### src/rtl/opb_register_simulink2ppc_pkg.sv
// Shared definitions for the Simulink-to-PPC OPB register slave: register
// word indices, STATUS bit positions and the acknowledge FSM state type.
package opb_s2p_pkg;

    // Word indices within the decoded window, after removing the base
    // address and dropping the byte-lane bits.
    localparam logic [29:0] WORD_DATA   = 30'd0;
    localparam logic [29:0] WORD_STATUS = 30'd1;

    // STATUS bit positions in user (little-endian) numbering.
    localparam int STAT_NEW       = 0;
    localparam int STAT_OVERRUN   = 1;
    localparam int STAT_COUNT_LSB = 16;

    // The acknowledge FSM raises the ack once per transfer, then waits for
    // the master to drop select before it accepts another transfer.
    typedef enum logic [1:0] {
        ST_IDLE = 2'd0,
        ST_ACK  = 2'd1,
        ST_WAIT = 2'd2
    } ackState_t;

    // Builds the STATUS word: update count on top, reserved zeros, then the
    // overrun and new flags.
    function automatic logic [31:0] packStatus(input logic [15:0] count,
                                               input logic        overrun,
                                               input logic        newFlag);
        logic [31:0] w_word;
        w_word                          = '0;
        w_word[STAT_COUNT_LSB +: 16]    = count;
        w_word[STAT_OVERRUN]            = overrun;
        w_word[STAT_NEW]                = newFlag;
        return w_word;
    endfunction

endpackage

### src/rtl/opb_register_simulink2ppc_if.sv
// OPB slave-side bus bundle. Vectors keep the OPB big-endian numbering, so
// OPB bit 0 is the most significant bit of each word.
interface opb_register_simulink2ppc_if;

    logic [0:31] OPB_ABus;
    logic [0:3]  OPB_BE;
    logic [0:31] OPB_DBus;
    logic        OPB_RNW;
    logic        OPB_select;
    logic        OPB_seqAddr;
    logic [0:31] Sl_DBus;
    logic        Sl_xferAck;
    logic        Sl_errAck;
    logic        Sl_retry;
    logic        Sl_toutSup;

    modport master (
        output OPB_ABus, OPB_BE, OPB_DBus, OPB_RNW, OPB_select, OPB_seqAddr,
        input  Sl_DBus, Sl_xferAck, Sl_errAck, Sl_retry, Sl_toutSup
    );

    modport slave (
        input  OPB_ABus, OPB_BE, OPB_DBus, OPB_RNW, OPB_select, OPB_seqAddr,
        output Sl_DBus, Sl_xferAck, Sl_errAck, Sl_retry, Sl_toutSup
    );

endinterface

### src/rtl/opb_register_simulink2ppc_ack_fsm.sv
// Address decode and single-pulse transfer acknowledge for the OPB slave.
// o_accept marks the cycle in which a new transfer is taken; the ack follows
// one cycle later and lasts exactly one cycle.
module opb_slave_ack_fsm
    import opb_s2p_pkg::*;
#(
    parameter logic [31:0] C_BASEADDR = 32'h01000F00,
    parameter logic [31:0] C_HIGHADDR = 32'h01000FFF
) (
    input  logic        clk,
    input  logic        rst,
    input  logic [31:0] i_abus,
    input  logic        i_select,
    output logic        o_accept,
    output logic [29:0] o_word,
    output logic        o_xferAck
);

    ackState_t   r_state;
    logic        r_ack;
    logic        w_hit;
    logic [31:0] w_offset;
    logic [1:0]  w_unusedByteLane;

    assign w_hit            = i_select && (i_abus >= C_BASEADDR) && (i_abus <= C_HIGHADDR);
    assign w_offset         = i_abus - C_BASEADDR;
    assign o_word           = w_offset[31:2];
    assign w_unusedByteLane = w_offset[1:0];
    assign o_accept         = (r_state == ST_IDLE) && w_hit;
    assign o_xferAck        = r_ack;

    // Ack only on the leading edge of a transfer; stay in WAIT until select drops.
    always_ff @(posedge clk) begin
        if (rst) begin
            r_state <= ST_IDLE;
            r_ack   <= 1'b0;
        end else begin
            case (r_state)
                ST_IDLE: begin
                    if (w_hit) begin
                        r_state <= ST_ACK;
                        r_ack   <= 1'b1;
                    end
                end
                ST_ACK: begin
                    r_state <= ST_WAIT;
                    r_ack   <= 1'b0;
                end
                ST_WAIT: begin
                    if (!i_select) begin
                        r_state <= ST_IDLE;
                    end
                end
                default: begin
                    r_state <= ST_IDLE;
                    r_ack   <= 1'b0;
                end
            endcase
        end
    end

endmodule

### src/rtl/opb_register_simulink2ppc.sv
// OPB slave exposing a user-logic data word (DATA) and its capture status
// (STATUS) to the processor. The ack FSM decodes the bus; this module holds
// the registers, the registered read mux and the flag update rules.
module opb_register_simulink2ppc
    import opb_s2p_pkg::*;
#(
    parameter logic [31:0] C_BASEADDR   = 32'h01000F00,
    parameter logic [31:0] C_HIGHADDR   = 32'h01000FFF,
    parameter int          C_OPB_AWIDTH = 32,
    parameter int          C_OPB_DWIDTH = 32,
    parameter              C_FAMILY     = "virtex5"
) (
    input  logic                              OPB_Clk,
    input  logic                              OPB_Rst,
    input  logic [31:0]                       user_data_in,
    input  logic                              user_valid,
    opb_register_simulink2ppc_if.slave        bus
);

    logic [31:0] r_data;
    logic [15:0] r_count;
    logic        r_newFlag;
    logic        r_overrun;
    logic [31:0] r_dbus;
    logic        r_clrNewPend;
    logic        r_clrOvrPend;

    logic [31:0] w_abus;
    logic [31:0] w_wdata;
    logic        w_accept;
    logic [29:0] w_word;
    logic        w_xferAck;
    logic        w_clrNew;
    logic        w_clrOvr;
    logic        w_setOvr;
    logic [31:0] w_rdMux;
    logic        w_unusedInputs;

    assign w_abus  = bus.OPB_ABus;
    assign w_wdata = bus.OPB_DBus;

    assign w_unusedInputs = ^{bus.OPB_BE, bus.OPB_seqAddr}
                          ^ ((C_OPB_AWIDTH == 32) && (C_OPB_DWIDTH == 32) && ($bits(C_FAMILY) > 0));

    opb_slave_ack_fsm #(
        .C_BASEADDR (C_BASEADDR),
        .C_HIGHADDR (C_HIGHADDR)
    ) u_ackFsm (
        .clk       (OPB_Clk),
        .rst       (OPB_Rst),
        .i_abus    (w_abus),
        .i_select  (bus.OPB_select),
        .o_accept  (w_accept),
        .o_word    (w_word),
        .o_xferAck (w_xferAck)
    );

    // Side effects of a transfer land at the end of its ACK cycle.
    assign w_clrNew = w_xferAck && r_clrNewPend;
    assign w_clrOvr = w_xferAck && r_clrOvrPend;
    assign w_setOvr = user_valid && r_newFlag && !w_clrNew;

    // Read mux over the register state; out-of-range words read as zero.
    always_comb begin
        w_rdMux = '0;
        if (w_word == WORD_DATA) begin
            w_rdMux = r_data;
        end else if (w_word == WORD_STATUS) begin
            w_rdMux = packStatus(r_count, r_overrun, r_newFlag);
        end
    end

    // Register file, flag updates and registered read data.
    always_ff @(posedge OPB_Clk) begin
        if (OPB_Rst) begin
            r_data       <= '0;
            r_count      <= '0;
            r_newFlag    <= 1'b0;
            r_overrun    <= 1'b0;
            r_dbus       <= '0;
            r_clrNewPend <= 1'b0;
            r_clrOvrPend <= 1'b0;
        end else begin
            r_dbus       <= w_accept ? w_rdMux : '0;
            r_clrNewPend <= w_accept && bus.OPB_RNW && (w_word == WORD_DATA);
            r_clrOvrPend <= w_accept && !bus.OPB_RNW && (w_word == WORD_STATUS)
                            && w_wdata[STAT_OVERRUN];

            if (user_valid) begin
                r_data    <= user_data_in;
                r_count   <= r_count + 16'd1;
                r_newFlag <= 1'b1;
            end else if (w_clrNew) begin
                r_newFlag <= 1'b0;
            end

            if (w_setOvr) begin
                r_overrun <= 1'b1;
            end else if (w_clrOvr) begin
                r_overrun <= 1'b0;
            end
        end
    end

    assign bus.Sl_DBus    = r_dbus;
    assign bus.Sl_xferAck = w_xferAck;
    assign bus.Sl_errAck  = 1'b0;
    assign bus.Sl_retry   = 1'b0;
    assign bus.Sl_toutSup = 1'b0;

endmodule

### src/flat_wrapper.sv
// flat-port wrapper written by rule: the top's interface ports become plain ports
module opb_register_simulink2ppc_flat import opb_s2p_pkg::*;
#(
    parameter logic [31:0] C_BASEADDR   = 32'h01000F00,
    parameter logic [31:0] C_HIGHADDR   = 32'h01000FFF,
    parameter int          C_OPB_AWIDTH = 32,
    parameter int          C_OPB_DWIDTH = 32,
    parameter              C_FAMILY     = "       "
)
  (OPB_Clk, OPB_Rst, user_data_in, user_valid, bus_OPB_ABus, bus_OPB_BE, bus_OPB_DBus, bus_OPB_RNW, bus_OPB_select, bus_OPB_seqAddr, bus_Sl_DBus, bus_Sl_xferAck, bus_Sl_errAck, bus_Sl_retry, bus_Sl_toutSup);
  opb_register_simulink2ppc_if bus_i ();
  input  logic OPB_Clk;
  input  logic OPB_Rst;
  input  logic [31:0] user_data_in;
  input  logic user_valid;
  input wire logic [$bits(bus_i.OPB_ABus)-1:0] bus_OPB_ABus;
  input wire logic [$bits(bus_i.OPB_BE)-1:0] bus_OPB_BE;
  input wire logic [$bits(bus_i.OPB_DBus)-1:0] bus_OPB_DBus;
  input wire logic [$bits(bus_i.OPB_RNW)-1:0] bus_OPB_RNW;
  input wire logic [$bits(bus_i.OPB_select)-1:0] bus_OPB_select;
  input wire logic [$bits(bus_i.OPB_seqAddr)-1:0] bus_OPB_seqAddr;
  output wire logic [$bits(bus_i.Sl_DBus)-1:0] bus_Sl_DBus;
  output wire logic [$bits(bus_i.Sl_xferAck)-1:0] bus_Sl_xferAck;
  output wire logic [$bits(bus_i.Sl_errAck)-1:0] bus_Sl_errAck;
  output wire logic [$bits(bus_i.Sl_retry)-1:0] bus_Sl_retry;
  output wire logic [$bits(bus_i.Sl_toutSup)-1:0] bus_Sl_toutSup;
  assign bus_i.OPB_ABus = bus_OPB_ABus;
  assign bus_i.OPB_BE = bus_OPB_BE;
  assign bus_i.OPB_DBus = bus_OPB_DBus;
  assign bus_i.OPB_RNW = bus_OPB_RNW;
  assign bus_i.OPB_select = bus_OPB_select;
  assign bus_i.OPB_seqAddr = bus_OPB_seqAddr;
  assign bus_Sl_DBus = bus_i.Sl_DBus;
  assign bus_Sl_xferAck = bus_i.Sl_xferAck;
  assign bus_Sl_errAck = bus_i.Sl_errAck;
  assign bus_Sl_retry = bus_i.Sl_retry;
  assign bus_Sl_toutSup = bus_i.Sl_toutSup;
  opb_register_simulink2ppc #(.C_BASEADDR(C_BASEADDR), .C_HIGHADDR(C_HIGHADDR), .C_OPB_AWIDTH(C_OPB_AWIDTH), .C_OPB_DWIDTH(C_OPB_DWIDTH), .C_FAMILY(C_FAMILY)) u_core (.OPB_Clk(OPB_Clk), .OPB_Rst(OPB_Rst), .user_data_in(user_data_in), .user_valid(user_valid), .bus(bus_i));
endmodule
### config.mk
export PLATFORM = sky130hd
export DESIGN_NAME = opb_register_simulink2ppc_flat
export DESIGN_NICKNAME = d
export VERILOG_FILES = /design/src/rtl/opb_register_simulink2ppc_pkg.sv /design/src/rtl/opb_register_simulink2ppc_if.sv /design/src/rtl/opb_register_simulink2ppc_ack_fsm.sv /design/src/rtl/opb_register_simulink2ppc.sv /design/src/flat_wrapper.sv
export SDC_FILE = /design/constraint.sdc
export NUM_CORES = 1
export LEC_CHECK = 0
export ABC_AREA = 1
export ABC_CLOCK_PERIOD_IN_PS = 5600
export BUFFER_PORTS_ARGS = -buffer_cell sky130_fd_sc_hd__buf_2
export CAP_MARGIN = 20
export CORE_MARGIN = 10
export CORE_UTILIZATION = 50
export CTS_BUF_LIST = sky130_fd_sc_hd__clkbuf_4 sky130_fd_sc_hd__clkbuf_8
export DETAILED_ROUTE_END_ITERATION = 8
export PLACE_DENSITY = 0.81
export SLEW_MARGIN = 20
export SYNTH_ARGS = -nofsm -noshare
export SYNTH_HDL_FRONTEND = slang
export SYNTH_SLANG_ARGS = --single-unit
### constraint.sdc
create_clock -name OPB_Clk -period 5.6 [get_ports OPB_Clk]
set_clock_uncertainty 0.2 [all_clocks]
set_input_delay 1.12 -clock OPB_Clk [delete_from_list [all_inputs] [get_ports OPB_Clk]]
set_output_delay 1.12 -clock OPB_Clk [all_outputs]
set_load 0.005 [all_outputs]
**Yosys cells after proc, flatten, opt, wreduce, memory -nomap -nowiden**

Index checks and enable logic that the tools add are counted.

- Multiplexer cells: 11
- Bitwise operators: 2
- Eq/ne operators: 5
- Order comparisons: 2
- Add/subtract/negate cells: 2
- Reduce and logical (&&, ||, !) cells: 21

Operator list:

| operator | count |
|---|---|
| 32-bit two-way mux | 2 |
| 32-bit by 25-bit >= comparator with 1-bit output (second input constant) | 1 |
| 32-bit by 25-bit <= comparator with 1-bit output (second input constant) | 1 |
| 32-bit by 25-bit subtractor with 32-bit output (second input constant) | 1 |
| 30-bit by 1-bit == test with 1-bit output (second input constant) | 1 |
| 30-bit zero test | 1 |
| 16-bit by 1-bit adder with 16-bit output (second input constant) | 1 |
| 1-bit logical AND | 12 |
| 2-bit one-hot mux with 3 select lines | 1 |
| 1-bit two-way mux | 5 |
| 2-bit two-way mux | 2 |
| 2-bit != test (second input constant) | 2 |
| 2-bit AND reduction | 2 |
| 2-bit nonzero test | 2 |
| 2-bit by 1-bit == test with 1-bit output (second input constant) | 1 |
| 2-bit == test (second input constant) | 1 |
| 1-bit zero test | 2 |
| 2-bit zero test | 1 |
| 1-bit inverter | 2 |
| 1-bit one-hot mux with 2 select lines | 1 |
| 2-bit OR reduction | 1 |

- Input port bits: 106
- Output and inout bits: 36
- Flip-flop bits (word level): 87

**Logic depth before layout (Yosys ltp)**

- Depth after elaboration: 7
- Mapped depth: 15
- Depth with buffers taken out: 14

**Hierarchy**

Synthesis repeated with hierarchy kept, for this count alone.

- Cell total of the unflattened synthesis: 592
- Area, all modules: 4167.7 um^2

Modules (own cells, without submodules):

| module | area an instance (um^2) | cells an instance | times used |
|---|---|---|---|
| opb_register_simulink2ppc | 3335.7 | 441 | 1 |
| opb_slave_ack_fsm | 832.0 | 151 | 1 |

**Worst setup path after synthesis**

No wires, ideal clock.

- Kind: input-to-reg
- Start point: in bus_OPB_ABus[24]
- End point: reg u_core.r_dbus[28], in the netlist u_core.bus.Sl_DBus[3]
- Cell stages on the path: 13
- Slack: 2.911 ns
- Path buffers: 2
- Setup time: 0.060 ns
- Arrival time: 2.429 ns
- Cells stage by stage: buf_2 > nand2_1 > nand2_1 > nor2_1 > nand3_1 > nand3_1 > nand2_2 > nor3_4 > nand3_4 > nor2_8 > buf_12 > nand3_2 > nand2_1

- Longest elaborated chain between the ends: 6
- Elaborated cells between the ends (all ways): 12
- Classes of those cells: add/sub: 1; order compare: 2; eq/ne: 1; mux: 2; bitwise: 1; reduce/logical: 5

RTL lines:

| item | line | RTL |
|---|---|---|
| start: declaration | flat_wrapper.sv:16 | `input wire logic [$bits(bus_i.OPB_ABus)-1:0] bus_OPB_ABus;` |
| branches (longest 6 deep; another with 32-bit by 25-bit subtractor with 32-bit output) | -- |  |
| end signal: assignment | opb_register_simulink2ppc.sv:84 | `r_dbus <= w_accept ? w_rdMux : '0;` |
| end: declaration | opb_register_simulink2ppc.sv:24 | `logic [31:0] r_dbus;` |

Parallel ways; which one is timed is not known.
A chain may end at the register's enable or synchronous reset.

**Worst setup path after layout**

- Start point: in bus_OPB_ABus[8]
- End point: reg u_core.r_clrNewPend

- Longest elaborated chain between the ends: 6
- Elaborated cells between the ends (all ways): 9
- Classes of those cells: add/sub: 1; order compare: 2; reduce/logical: 6

RTL lines:

| item | line | RTL |
|---|---|---|
| branches (longest 5 deep; another with 32-bit by 25-bit subtractor with 32-bit output) | -- |  |
| 1-bit logical AND (*) | opb_register_simulink2ppc.sv:85 | `r_clrNewPend <= w_accept && bus.OPB_RNW && (w_word == WORD_DATA);` |
| end signal: assignment | opb_register_simulink2ppc.sv:85 |  |
| end: declaration | opb_register_simulink2ppc.sv:25 | `logic r_clrNewPend;` |

Every way passes the cells marked *.

==> key figures <==
Finish
  – Filler cells: 674
  – Layout cells sized above 1: 0.272
  – Most common cell after layout, fill and taps aside: buf_2
  – Commonest cells after routing, fill and taps aside: buf_2, nor2_1, dfxtp_1
  – Final nets: 695
  – Final core utilization: 0.623
  – Area Growth Syn to Fin: 20.3%

Clock network
  – Root buffer cell: clkbuf_8
  – H-tree depth: 3
  – Hold Buf Count CTS: 0
  – CTS Sinks: 87
  – CTS tree: yes
  – Clock Path Buffers: 2
  – Cts bufs inserted: 9
  – Worst-path clk slew: 0.09 ns
  – Clk_lat worst skew: 0.35 ns
  – Post-CTS Setup Repair Bufs: 0
  – Resized Gates After CTS: 0

Yosys
  – Post-Synth Adder-Cell Area: 0.00331
  – Largest area contributor in the netlist: dfxtp_1
  – Largest family of logic cells by synthesized area: simple AND/OR/NAND/NOR gates
  – Mean Syn Cell Area: 7.63 um2
  – Yosys warning count: 0
  – Post-Syn Area: 0.00378 mm2
  – Gate Count Post-Synth: 495
  – Async SR Flop Fraction: 0
  – Library cells used by synthesis: 33
  – Sequential-to-total area share from yosys stat: 0.461
  – Main area contributors after synthesis: dfxtp_1, nor2_1, nand2_1, nand3_1, o21ai_0
  – Primary FF master, synth: dfxtp_1
  – Post-synthesis mux area share: 0
  – Post-synth EDFFs: 0
  – Flops & latches, synth: 87
  – Post-synth top area share: 0.461
  – Simple-Gate Fraction of Synth Area: 0.353
  – Post-synthesis xor/xnor area fraction: 0
  – Compound-Gate Fraction of Synth Area: 0.104

STA
  – Minimum clock period after layout: 3.11 ns
  – Final WS setup: 2.49 ns
  – Hold Fails Final Rpt: 0
  – RSZ-0062 raised after global routing: false
  – Fin Hold WS: 0.239 ns
  – Setup_tns: 0 ns
  – Worst slew pin tran: 0.954 ns
  – Slew Viols, Final: 0
  – # setup viols final: 0
  – Normalized max-slew margin: 0.363
  – FMAX: 0.321 GHz
  – Fin crit share: 0.556

Power and ir drop
  – Power per Cell Area: 274 mW/mm2
  – Lkg Pwr: 2.13 nW
  – P_sw: 0.298 mW
  – P_int: 0.947 mW
  – Sequential share of power: 0.518
  – Comb pwr share: 0.079
  – Net Sw Frac: 0.240
  – PnR Total Power: 1.25 mW
  – Clk pwr share: 0.403
  – Max VDD drop: 0.171 mV

Floorplanning
  – Core ar.: 0.00729 mm2
  – Initial Util: 0.518
  – Die width: 107 um
  – Die ar.: 0.0114 mm2
  – Rows: 31
  – Ports: 142
  – Die height: 107 um

Detailed routing
  – Routed wire per std cell: 13.3 um
  – Vias: 3,481
  – Initial DRC count: 172
  – DRT Wirelength: 9190 um
  – Pre-antenna DRT Iters: 4
  – Routed Antenna Nets: 0
  – DRC violations left: 0
  – Post-DR vias/cell: 5.02

Setup path
  – Worst setup SP type: primary input
  – Crit-path slowest cell: inv_1
  – Worst endpoint data arrival time: 3.19 ns
  – Crit path buffers/inverters: 2
  – Crit path largest cell delay: 0.58 ns
  – Crit path cell chain: buf_2 -> nand2_2 -> nor2_8 -> nand3_1 -> nor3_1 -> nand4_1 -> inv_1 -> nand2_1 -> nor2_1
  – Worst Path Max Fanout: 21
  – Crit path max-delay family: simple AND/OR/NAND/NOR gates
  – CP endpoint kind: flop
  – Critical path type: in2reg
  – Worst EP required: 5.68 ns

Placement
  – Port bufs: 100
  – Routability Congestion: 0.903
  – Pre-CTS setup slack: 2.16 ns
  – Final HPWL DP: 6800 um

Global routing
  – Pin count of the biggest net entering global routing: 50
  – First-pass GRT wire length: 15,300 um
  – Gr usage total: 0.159
  – Initial antenna violation count: 1
  – GRT overflow: 0
  – Vias in the first global route: 3,531

Run status
  – Status: finished, final reports clean

Worst hold path
  – Hold crit path type: reg2reg

Run
  – Max Cap Viol: 0
## layout make-up
class	count	area [um2]	share of cell area
Tap cell	99	124	0.0273
Antenna cell	1	2.50	0.000551
Clock buffer	10	138	0.0303
Sequential cell	87	1740	0.383
Clock inverter	6	97.6	0.0215
Multi-Input combinational cell	342	1750	0.385
Inverter	45	169	0.0372
Timing Repair Buffer	103	523	0.115
## tightest hold or removal path: stages (launching register included)
cell and delay, ns:
dfxtp_1 0.31, inv_1 0.06, nor2_1 0.04
## kinds of logic after synthesis
family	Yosys count
adders and majority gates	1
and+or+nand+nor	263
other	1
AOI/OAI and AO/OA	75
DFF	87
buffers and inverters	68
## flip-flops by register name, indices dropped and copies added, names as in the netlist
register	count
u_core.r_overrun	1
u_core.u_ackFsm.o_xferAck	1
u_core.r_data	32
u_core.u_ackFsm.r_state	2
u_core.r_newFlag	1
u_core.r_clrOvrPend	1
u_core.r_count	16
u_core.r_clrNewPend	1
u_core.bus.Sl_DBus	32
## power groups by stage
stage	registers [mW]	logic [mW]	clock network, mW
2_1_floorplan	0.657	0.0598	0
3_3_place_gp	0.658	0.0950	0
3_5_place_dp	0.659	0.0985	0
4_1_cts	0.644	0.0994	0.508
5_1_grt	0.646	0.113	0.534
6_report	0.645	0.0989	0.502
## layer usage
| layer | routed length (um) | GRT usage | vias to the layer above |
|---|---|---|---|
| li1 | - | - | 1779 |
| met1 | 3730 | 0.171 | 1594 |
| met2 | 4750 | 0.287 | 98 |
| met3 | 562 | 0.0491 | 10 |
| met4 | 145 | 0.0561 | 0 |
| met5 | 0 | 0 | - |
## final timing paths
check | startpoint | end | slack (ns) | cells after the start
max | bus_OPB_ABus[8] | u_core.r_clrNewPend$_SDFF_PP0_ | 2.49 | 9
min | u_core.r_data[5]$_SDFFE_PP0P_ | u_core.bus.Sl_DBus[26]$_SDFF_PP0_ | 0.24 | 2
max reg2reg | u_core.u_ackFsm.r_state[0]$_SDFFE_PP0P_ | u_core.r_clrNewPend$_SDFF_PP0_ | 3.15 | 7
min reg2reg | u_core.r_data[5]$_SDFFE_PP0P_ | u_core.bus.Sl_DBus[26]$_SDFF_PP0_ | 0.24 | 2
## per-stage QoR
step                      std cells  instance area, um2
after global placement          676                4310
final                           693                4540
after global routing            693                4540
after CTS                       692                4540
after detailed placement        676                4310
after floorplan                 497                3780
## cell usage after synthesis, types with 6 or more instances
cell / count
nor2_1: 87
nor2_2: 6
nor3_1: 10
a21oi_1: 26
nor2_4: 7
nand2_2: 9
o21ai_0: 42
nand3_1: 49
nand2_1: 66
nand3_2: 11
dfxtp_1: 87
clkbuf_1: 14
inv_1: 45
(Power assumes the default switching activity.)
